===== src/rtl/NCL_signals.sv =====
// Shared NCL types: dual-rail bit encoding, wavefront constants and the transmitter FSM states.
package NCL_signals;

  typedef struct packed {
    logic rail1;
    logic rail0;
  } dual_rail_logic;

  localparam dual_rail_logic DR_NULL  = '{rail1: 1'b0, rail0: 1'b0};
  localparam dual_rail_logic DR_DATA0 = '{rail1: 1'b0, rail0: 1'b1};
  localparam dual_rail_logic DR_DATA1 = '{rail1: 1'b1, rail0: 1'b0};

  typedef enum logic [1:0] {
    StIdle,
    StData,
    StNull
  } ncl_tx_state_t;

  function automatic dual_rail_logic dr_encode(input logic b);
    return b ? DR_DATA1 : DR_DATA0;
  endfunction

endpackage


===== src/rtl/ncl_sync2.sv =====
// Two-flop synchronizer for a single asynchronous control bit, reset to 0.
module ncl_sync2 (
  input  logic clk,
  input  logic rst_n,
  input  logic d_i,
  output logic q_o
);

  logic meta_q;
  logic sync_q;

  always_ff @(posedge clk or negedge rst_n) begin
    if (!rst_n) begin
      meta_q <= 1'b0;
      sync_q <= 1'b0;
    end else begin
      meta_q <= d_i;
      sync_q <= meta_q;
    end
  end

  assign q_o = sync_q;

endmodule


===== src/rtl/sr2ncl_tx.sv =====
// Single-rail to NCL dual-rail transmitter with 4-phase DATA/NULL handshake on ki.
// Optional acknowledge watchdog enabled by defining SR2NCL_TX_TIMEOUT_EN.
module sr2ncl_tx
  import NCL_signals::*;
#(
  parameter int unsigned WIDTH   = 8,
  parameter int unsigned TIMEOUT = 255
) (
  input  logic                        clk,
  input  logic                        rst_n,
  input  logic           [WIDTH-1:0]  in_data,
  input  logic                        in_valid,
  output logic                        in_ready,
  output dual_rail_logic [WIDTH-1:0]  ncl_out,
  input  logic                        ki,
  output logic                        busy,
  output logic                        timeout_err
);

  localparam logic [15:0] TimeoutCnt = 16'(TIMEOUT);

  logic                        ki_s;
  ncl_tx_state_t               state_q, state_d;
  dual_rail_logic [WIDTH-1:0]  ncl_q, ncl_d;

  ncl_sync2 u_ki_sync (
    .clk   (clk),
    .rst_n (rst_n),
    .d_i   (ki),
    .q_o   (ki_s)
  );

  assign in_ready = (state_q == StIdle) && ki_s;
  assign busy     = (state_q != StIdle);
  assign ncl_out  = ncl_q;

  always_comb begin
    state_d = state_q;
    ncl_d   = ncl_q;
    unique case (state_q)
      StIdle: begin
        if (in_valid && in_ready) begin
          state_d = StData;
          for (int i = 0; i < int'(WIDTH); i++) begin
            ncl_d[i] = dr_encode(in_data[i]);
          end
        end
      end
      StData: begin
        if (!ki_s) begin
          state_d = StNull;
          for (int i = 0; i < int'(WIDTH); i++) begin
            ncl_d[i] = DR_NULL;
          end
        end
      end
      StNull: begin
        if (ki_s) begin
          state_d = StIdle;
        end
      end
      default: begin
        state_d = StIdle;
        for (int i = 0; i < int'(WIDTH); i++) begin
          ncl_d[i] = DR_NULL;
        end
      end
    endcase
  end

  always_ff @(posedge clk or negedge rst_n) begin
    if (!rst_n) begin
      state_q <= StIdle;
      ncl_q   <= '0;
    end else begin
      state_q <= state_d;
      ncl_q   <= ncl_d;
    end
  end

`ifdef SR2NCL_TX_TIMEOUT_EN
  logic [15:0] cnt_q, cnt_d;
  logic        err_q, err_d;

  // Count restarts on every state change and saturates so a long stall never re-arms.
  always_comb begin
    cnt_d = cnt_q;
    err_d = err_q;
    if (state_d != state_q) begin
      cnt_d = '0;
    end else if (state_q != StIdle) begin
      if (cnt_q != 16'hFFFF) begin
        cnt_d = cnt_q + 16'd1;
      end
      if (cnt_d == TimeoutCnt) begin
        err_d = 1'b1;
      end
    end
  end

  always_ff @(posedge clk or negedge rst_n) begin
    if (!rst_n) begin
      cnt_q <= '0;
      err_q <= 1'b0;
    end else begin
      cnt_q <= cnt_d;
      err_q <= err_d;
    end
  end

  assign timeout_err = err_q;
`else
  logic unused_timeout;
  assign unused_timeout = ^TimeoutCnt;
  assign timeout_err    = 1'b0;
`endif

endmodule

===== config.mk =====
export PLATFORM = sky130hd
export DESIGN_NAME = sr2ncl_tx
export DESIGN_NICKNAME = d
export VERILOG_FILES = /design/src/rtl/NCL_signals.sv /design/src/rtl/ncl_sync2.sv /design/src/rtl/sr2ncl_tx.sv
export SDC_FILE = /design/constraint.sdc
export NUM_CORES = 1
export LEC_CHECK = 0
export CELL_PAD_IN_SITES_DETAIL_PLACEMENT = 1
export CELL_PAD_IN_SITES_GLOBAL_PLACEMENT = 2
export CORE_MARGIN = 3
export CORE_UTILIZATION = 37
export DETAILED_ROUTE_END_ITERATION = 8
export DONT_BUFFER_PORTS = 1
export GPL_TIMING_DRIVEN = 0
export PLACE_DENSITY_LB_ADDON = 0.05
export SLEW_MARGIN = 20
export SYNTH_ARGS = -nofsm -noshare
export SYNTH_HDL_FRONTEND = slang
export SYNTH_HIERARCHICAL = 1
export SYNTH_SLANG_ARGS = --single-unit

===== constraint.sdc =====
create_clock -name clk -period 1.6 [get_ports clk]
set_input_delay 0.16 -clock clk [delete_from_list [all_inputs] [get_ports clk]]
set_output_delay 0.16 -clock clk [all_outputs]
set_load 0.1 [all_outputs]

==> flow_summary.ini <==
[die]
coreArea_mm2 = 0.00230
fp.dieW_um = 56.3
rows = 17
die_area_mm2 = 0.00317
num_io_pins = 31
die_y_um = 56.3
initial_core_util_pct = 40.7

[clocking]
cts_buffers = 3
h-tree-depth = 1
clk_pin_slew_ns = 0.12
numClockSinks = 20
cts-root-buf = clkbuf_4
cts.path.max_buffers = 2
cts_tree = built
clkLatencyLatePin_ns = 0.31

[synth]
async_reset_ff_share_pct = 100
synth_fp_nets = 88
netlist_top_cells_area = dfrtp_1 53%, o2bb2ai_1 15%, a2bb2oi_1 5.6%
synth.distinct_cells = 20
avgSynthCellArea_um2 = 12.3
netlist_area_um2 = 936
synth_ff_type = dfrtp_1
synth_edf_count = 0
ys_warn_count = 6
synth_top_area_share_pct = 53.5
synthTopCellsByCount = 20 x dfrtp_1, 16 x o2bb2ai_1, 6 x a22oi_1, 6 x a2bb2oi_1
synth_top_cell_by_area = dfrtp_1
yosysSeqAreaShare_pct = 53.5
synth.most_common_cell = dfrtp_1
ys_ff_latch = 20
synthCells = 76

[run_status]
status = finished with violations
violations = setup timing

[route]
wirelength_mm = 2.23
via_per_inst = 5.88
drc = 0
drtIter0Drc = 13
num_vias = 676
wl_per_cell_um = 19.4
dr.pass1.iters = 4
drtAntennaViolNets = 0

[global_route]
grt_pass1_vias = 730
antenna_found_initial = 0
grtUsageMet3_pct = 5.98
grt_max_degree = 21
grt_pass1_wl_mm = 3.79
grtUsageTotal_pct = 15.6
met2_usage_pct = 25.2
grt-busiest-layer = met2
overflow = 0
grt_util_met1_pct = 19.8

[sta]
finClkSkew_ns = 0.0101
finalHoldViolCount = 0
min_period_ns = 1.82
holdWs_ns = 0.0594
max_freq_ghz = 0.549
final_max_slew_viol_count = 0
slew_headroom_pct = 36.8
tns_ns = -0.222
setup_violations = 1
rsz0062_at_grt = true
layout_setup_ws_ns = -0.222
finalCritPeriodShare_pct = 114
tightest_slew_ns = 0.949

[layout]
drive_above_1_share_pct = 26.4
syn_to_final_growth_pct = 16.8
fillers = 257
final_core_util_pct = 47.6
diodes = 0
fin_nets = 100

[placed_design]
io_buffers = 0
place_ws_ns = -0.0665
place.gp.congestion = 0.633

[run]
cap_violations = 0

[setup_path]
critPathKind = reg -> out
critPathLaunchType = flip-flop
required_ns = 1.44
critPathCaptureType = primary output
worstPathArrival_ns = 1.66
crit_fanout = 3

[worst_hold_path]
hold_class = in -> reg

[pwr]
power.total_mw = 1.92
leakage_nw = 0.468
powerDensity_mw_per_mm2 = 1750
vdd_ir_drop_max_mv = 0.957
-- metal layers --
metal	part of all wire (%)	vias up
li1	-	312
met3	7.9	2
met1	44	339
met2	47	23
met5	0	-
met4	0.63	0
-- path summary, 6_finish.rpt --
path / from / end / slack (ns) / depth (start not counted)
max: state_q[0] / in_ready / -0.22 / 2
min: in_data[1] / ncl_out[3] / 0.06 / 2
max reg2reg: state_q[1] / ncl_out[1] / 0.08 / 6
min reg2reg: u_ki_sync/meta_q / u_ki_sync/q_o / 0.36 / 0
max in group asynchronous: rst_n / state_q[1] / 0.57 / 1
min in group asynchronous: rst_n / ncl_out[8] / 0.42 / 1
-- cell families after synthesis --
logic type,Yosys count,synth area share [%]
AO/OA/AOI/OAI,33,29.3
flip-flops,20,53.5
AND/OR/NAND/NOR,12,9.63
buffers and inverters,9,6.28
XOR/XNOR,1,0.936
other,1,0.401
-- sequential cells by signal (all words and copies together) (netlist names) --
| register | cells |
|---|---|
| ncl_out | 16 |
| state_q | 2 |
| u_ki_sync/meta_q | 1 |
| u_ki_sync/q_o | 1 |
-- cell usage in the layout (no fill, tap or decap) --
master / count
a21oi_1: 4
a21oi_4: 1
a22oi_1: 6
a2bb2oi_1: 6
and3b_2: 1
and4b_1: 2
and4bb_2: 2
buf_2: 1
buf_4: 7
buf_6: 2
clkbuf_1: 1
clkbuf_4: 3
clkbuf_8: 1
conb_1: 1
dfrtp_1: 19
dfrtp_2: 1
dlygate4sd3_1: 3
inv_1: 2
nand2b_1: 1
nand3b_1: 1
nor2_1: 3
nor2_4: 1
o2bb2ai_1: 14
o2bb2ai_2: 2
or2_4: 1
xnor2_1: 1
-- area by class of cell --
cell class                 count  area (um^2)  area share, %
sequential                    20          502           45.9
clock buffer                   4         36.3           3.32
buffer                         6         46.3           4.23
tap                           28         35.0           3.20
inverter                       2         7.51          0.686
multi-input combinational     47          399           36.5
timing repair buffer           8         67.6           6.18
-- through the flow --
stage / instance area, um^2 / cells
2_1_floorplan: 946 / 76
3_3_place_gp: 981 / 104
3_5_place_dp: 981 / 104
4_1_cts: 1060 / 112
5_1_grt: 1090 / 115
6_report: 1090 / 115
-- critical path, cell delays in order (launching register included) --
cell     delay [ns]
dfrtp_1        0.42
or2_4          0.39
nor2_4         0.54
-- power by group --
group          total (mW)  switching (mW)  internal [mW]
registers            1.27           0.691          0.580
logic               0.348           0.204          0.144
clock network       0.299           0.160          0.139
-- what timing repair did --
action / in CTS / in global routing
setup buffers: 1 / 4
pin swaps: 2 / 2
endpoints found under the setup margin: 1 / 1
cloned: 0 / 0
gates resized for setup: 3 / 2
hold buffers: 3 / 0
endpoints found under the hold margin: 22 / 0
Power figures use the tool's default switching activity.
